<file path="src/rtl/inst_buffer.sv">
`default_nettype none
// ============================================================================
//  Module      : inst_buffer
//  Description : Instruction buffer upstream of the decoder. Assembles serial
//                fetch chunks (LSB first) into 16-bit words, holds the current
//                instruction (IR) plus one look-ahead word (NW), and serves a
//                rotatable imm16 register (IMM) with an imm8 feedback path.
//                Optional macro INST_BUFFER_BYPASS_EN presents a completing
//                word on inst/inst_valid in the same cycle when IR is empty.
//  Revision    : 1.0 - initial release
// ============================================================================
module inst_buffer #(
  parameter int REG_BITS = 8,
  parameter int NSHIFT   = 2
) (
  input  logic                  clk,
  input  logic                  reset,
  input  logic [NSHIFT-1:0]     fetch_data,
  input  logic                  fetch_valid,
  output logic                  fetch_ready,
  input  logic                  flush,
  output logic                  inst_valid,
  output logic [2*REG_BITS-1:0] inst,
  input  logic                  inst_done,
  input  logic                  load_imm16,
  output logic                  imm16_loaded,
  output logic [NSHIFT-1:0]     imm_data,
  input  logic                  next_imm_data,
  input  logic                  feed_imm8,
  input  logic [NSHIFT-1:0]     imm8_data_in,
  output logic [2*REG_BITS-1:0] imm_full
);

  localparam int C_W      = 2 * REG_BITS;
  localparam int C_CHUNKS = C_W / NSHIFT;
  localparam int C_CW     = $clog2(C_CHUNKS);

  logic [C_W-1:0]  r_asm;
  logic [C_CW-1:0] r_cnt;
  logic [C_W-1:0]  r_ir;
  logic            r_ir_full;
  logic [C_W-1:0]  r_nw;
  logic            r_nw_full;
  logic [C_W-1:0]  r_imm;
  logic            r_imm_loaded;

  logic [C_W-1:0]  w_word;
  logic            w_word_done;
  logic            w_bypass;
  logic            w_done;
  logic            w_load;
  logic [1:0]      w_occ;
  logic [C_W-1:0]  w_ir_nxt;
  logic            w_ir_full_nxt;
  logic [C_W-1:0]  w_nw_nxt;
  logic            w_nw_full_nxt;
  logic [NSHIFT-1:0] w_fill;

  // Word completion: the chunk landing on the last count closes the word.
  assign w_word      = {fetch_data, r_asm[C_W-1:NSHIFT]};
  assign w_word_done = fetch_valid && !flush && (r_cnt == C_CW'(C_CHUNKS - 1));

  // Occupancy counts a partially assembled word as a claimed slot.
  assign w_occ       = {1'b0, r_ir_full} + {1'b0, r_nw_full} + {1'b0, (r_cnt != '0)};
  assign fetch_ready = (w_occ < 2'd2);

`ifdef INST_BUFFER_BYPASS_EN
  // IR empty before the edge means it is also empty after consume/load,
  // so the completing word can be shown straight away.
  assign w_bypass = w_word_done && !r_ir_full;
`else
  assign w_bypass = 1'b0;
`endif

  assign inst_valid   = r_ir_full | w_bypass;
  assign inst         = r_ir_full ? r_ir : (w_bypass ? w_word : r_ir);
  assign w_done       = inst_done && inst_valid && !flush;
  assign w_load       = !flush && !w_done && load_imm16 && !r_imm_loaded && r_nw_full;
  assign imm16_loaded = r_imm_loaded;
  assign imm_data     = r_imm[NSHIFT-1:0];
  assign imm_full     = r_imm;
  assign w_fill       = feed_imm8 ? imm8_data_in : r_imm[NSHIFT-1:0];

  // Slot update: consume or imm load first, then place any completed word.
  always_comb begin
    w_ir_nxt      = r_ir;
    w_ir_full_nxt = r_ir_full;
    w_nw_nxt      = r_nw;
    w_nw_full_nxt = r_nw_full;
    if (w_done && r_ir_full) begin
      w_ir_nxt      = r_nw;
      w_ir_full_nxt = r_nw_full;
      w_nw_full_nxt = 1'b0;
    end else if (w_load) begin
      w_nw_full_nxt = 1'b0;
    end
    // A bypassed word consumed in its completion cycle is never stored.
    if (w_word_done && !(w_bypass && w_done)) begin
      if (!w_ir_full_nxt) begin
        w_ir_nxt      = w_word;
        w_ir_full_nxt = 1'b1;
      end else begin
        w_nw_nxt      = w_word;
        w_nw_full_nxt = 1'b1;
      end
    end
  end

  // Assembly, slot and IMM registers.
  always_ff @(posedge clk) begin
    if (reset) begin
      r_asm        <= '0;
      r_cnt        <= '0;
      r_ir         <= '0;
      r_ir_full    <= 1'b0;
      r_nw         <= '0;
      r_nw_full    <= 1'b0;
      r_imm        <= '0;
      r_imm_loaded <= 1'b0;
    end else begin
      if (w_load) begin
        r_imm <= r_nw;
      end else if (next_imm_data) begin
        r_imm <= {w_fill, r_imm[C_W-1:NSHIFT]};
      end
      if (flush) begin
        r_ir_full    <= 1'b0;
        r_nw_full    <= 1'b0;
        r_cnt        <= '0;
        r_imm_loaded <= 1'b0;
      end else begin
        if (fetch_valid) begin
          r_asm <= w_word;
          r_cnt <= r_cnt + C_CW'(1);
        end
        r_ir      <= w_ir_nxt;
        r_ir_full <= w_ir_full_nxt;
        r_nw      <= w_nw_nxt;
        r_nw_full <= w_nw_full_nxt;
        if (w_done) begin
          r_imm_loaded <= 1'b0;
        end else if (w_load) begin
          r_imm_loaded <= 1'b1;
        end
      end
    end
  end

endmodule
`default_nettype wire
</file>
<file path="config.mk">
export PLATFORM = sky130hd
export DESIGN_NAME = inst_buffer
export DESIGN_NICKNAME = d
export VERILOG_FILES = /design/src/rtl/inst_buffer.sv
export SDC_FILE = /design/constraint.sdc
export NUM_CORES = 1
export LEC_CHECK = 0
export CAP_MARGIN = 20
export CORE_MARGIN = 2
export CORE_UTILIZATION = 40
export CTS_BUF_LIST = sky130_fd_sc_hd__clkbuf_8
export CTS_CLUSTER_DIAMETER = 50
export DETAILED_ROUTE_END_ITERATION = 6
export GPL_ROUTABILITY_DRIVEN = 1
export PLACE_DENSITY = 0.71
export SLEW_MARGIN = 20
export SYNTH_ARGS = -nofsm -noshare
export SYNTH_HDL_FRONTEND = slang
export SYNTH_SLANG_ARGS = --single-unit
export TNS_END_PERCENT = 5
</file>
<file path="constraint.sdc">
create_clock -name clk -period 5 [get_ports clk]
set_clock_uncertainty 0.2 [all_clocks]
set_input_delay 1.5 -clock clk [delete_from_list [all_inputs] [get_ports clk]]
set_output_delay 1.5 -clock clk [all_outputs]
set_load 0.03 [all_outputs]
</file>
==> impl_metrics.tcl <==
set metrics [dict create \
    fin_hold_ws_ps 294 \
    maxCapViolCount 0 \
    grt_pass1_vias 2539 \
    insertion_delay_ps 340 \
    root_buffer "clkbuf_8" \
    pre_cts_slack_ps 1140 \
    setup_viol 0 \
    synth.most_common_cell "dfxtp_1" \
    cp.arrival_ps 2070 \
    syn_inst 354 \
    clk_pin_slew_ps 80 \
    max-vdd-ir-drop_mv 0.169 \
    relSlewSlack_pct 38.2 \
    synthesis.nets 370 \
    rsz0062_at_grt "no" \
    drt_iter0_markers 203 \
    final_max_slew_viol_count 0 \
    r2r_start "inst_valid" \
    critical-path-top-delay-family "buffers and inverters" \
    vias 2772 \
    period_minus_slack_ps 3770 \
    hp-class "flip-flop to flip-flop" \
    grt_usage_pct 17.9 \
    grt_max_degree 42 \
    grt-ovfl-total 0 \
    syn_area_per_cell_sq_um 8.96 \
    nets 392 \
    path_buf_inv 2 \
    synthDistinctLibCells 40 \
    place_inst 467 \
    synth_common_cells "68 x dfxtp_1, 32 x a21oi_1, 31 x a2111oi_0" \
    min_from "r_nw[1]" \
    viasPerCell 5.74 \
    clock_sinks 68 \
    htree_levels 3 \
    yosysWarnings 0 \
    hpwl_um 5160 \
    reg2reg_depth 4 \
    regToRegSetupSlack_ps 2780 \
    routabilityCongestion 0.814 \
    drc 0 \
    synth_area_sq_um 3170 \
    holdBufCountCts 0 \
    die_area_sq_um 8660 \
    design.core.area_sq_um 7690 \
    area_growth_syn_to_layout_pct 20.5 \
    synth_edf_count 0 \
    finish.instance_area_sq_um 3820 \
    critPathLaunchType "flip-flop" \
    tightest_slew_ps 926 \
    die_height_um 93.1 \
    synth_area_leader_cell "dfxtp_1" \
    status "finished, final reports clean" \
    yosysTopAreaCellShare_pct 42.9 \
    cts_tree "done" \
    setup_tns_ps 0 \
    cts_made_buffers 9 \
    routedWlPerCell_um 16.2 \
    drt_first_pass_iters 5 \
    r2r-end "imm_full[9]" \
    required_ps 3300 \
    ys_seq_elements 68 \
    cp-end-kind "primary output" \
    critical_path.most_common_cell "ha_1" \
    async_flop_share_pct 0 \
    synth_flop_cell "dfxtp_1" \
    seq_area_frac_synth_pct 42.9 \
    numPortBuffers 48 \
    period_share_pct 75.3 \
    worstHoldEndpoint "r_nw[1]" \
    crit_path_cell_trace "inv_1, ha_1, nand2b_1, ha_1, a21oi_1, clkdlybuf4s50_1" \
    antenna_found_initial 0 \
    dpl_cell_area_sq_um 3610 \
    totalPowerFinal_mw 1.10 \
    drt_wl_total_um 7810 \
    crit_type "flip-flop to primary output" \
    slowest_delay_ps 680 \
    rows 32 \
    crit_fanout 3 \
    clock_tree.buffer_depth 2 \
    synth.area.top_cells "dfxtp_1 43%, a2111oi_0 8.6%, mux2i_1 5.7%, a21oi_1 5.0%, nor3_1 4.7%" \
    ant_nets 0 \
    setup_ws_ps 1230 \
    grt_pass1_wl_um 12300 \
    antenna-diode-count 0 \
    leakage_nw 1.25 \
    die_width_um 93.1 \
    ctsResizeCount 0 \
    crit_slowest_cell "clkdlybuf4s50_1" \
    final_cells 483 \
    start_util_pct 41.3 \
    power_density_nw_per_um2 287 \
    hold_viol 0 \
    max_freq_mhz 265 \
    drive_gt1_share_pct 10.5 \
    final_util_pct 49.8 \
    pin_count 49 \
    cts_setup_buffers 0 \
    whs_path_depth 2 \
]
how the worst max path moves through the flow:
stage | startpoint | to | slack, ps | cells after the start
2_1_floorplan | r_cnt[0] | fetch_ready | 1960 | 5
3_3_place_gp | flush | imm16_loaded | 1190 | 5
3_5_place_dp | flush | imm_full[9] | 1140 | 5
4_1_cts | r_cnt[0] | fetch_ready | 1210 | 6
5_1_grt | r_cnt[0] | fetch_ready | 1140 | 6
6_report | r_cnt[0] | fetch_ready | 1230 | 6
report_power, final:
part | switching, mW | internal (mW) | total (mW)
logic | 0.0362 | 0.0208 | 0.0570
registers | 0.00303 | 0.544 | 0.547
clock network | 0.213 | 0.279 | 0.492
final cells by class:
cell class	count	area, sq um
timing repair buffer	55	528
multi-input combinational	237	1570
clock inverter	7	91.3
clock buffer	9	124
fill	740	3860
tap	102	128
sequential	68	1360
inverter	5	18.8
per-layer routing:
metal  up-vias  track usage (%)  part of all wire, %
met5         -                0                    0
li1       1373                -                    -
met1      1281             24.6                   47
met4         0             6.74                  1.4
met2       109             27.7                   45
met3         9             3.55                  6.0
cells by family (layout without fill, tap and decap cells):
family	count (synthesis)	after routing	share of synthesized area, %
compound gates	102	102	24.3
xor+xnor	1	1	0.276
fa+ha+maj	4	4	1.58
buf+inv	49	76	7.49
flops	68	68	42.9
mux	20	20	6.39
simple gates	110	110	17.0
placed cells by master, fill, tap and decap left out, types with 7 or more instances in the layout:
master,count
dfxtp_1,68
clkdlybuf4s50_1,47
a21oi_1,32
a2111oi_0,31
nor3_1,30
nand2_1,30
nor2_1,20
mux2i_1,18
nand4_1,16
o31ai_1,16
clkbuf_8,9
a211oi_2,8
buf_4,7
state kept, by name (all words and copies together), names as in the netlist:
name          cells
imm_full         16
inst             16
r_nw             16
r_asm            14
r_cnt             3
imm16_loaded      1
inst_valid        1
r_nw_full         1
worst reg2reg max path, stage by stage (launching register included):
cell	delay, ps
dfxtp_1	340
buf_4	370
a21bo_2	400
or2_1	590
a211oi_1	170
Power figures use the tool's default switching activity.
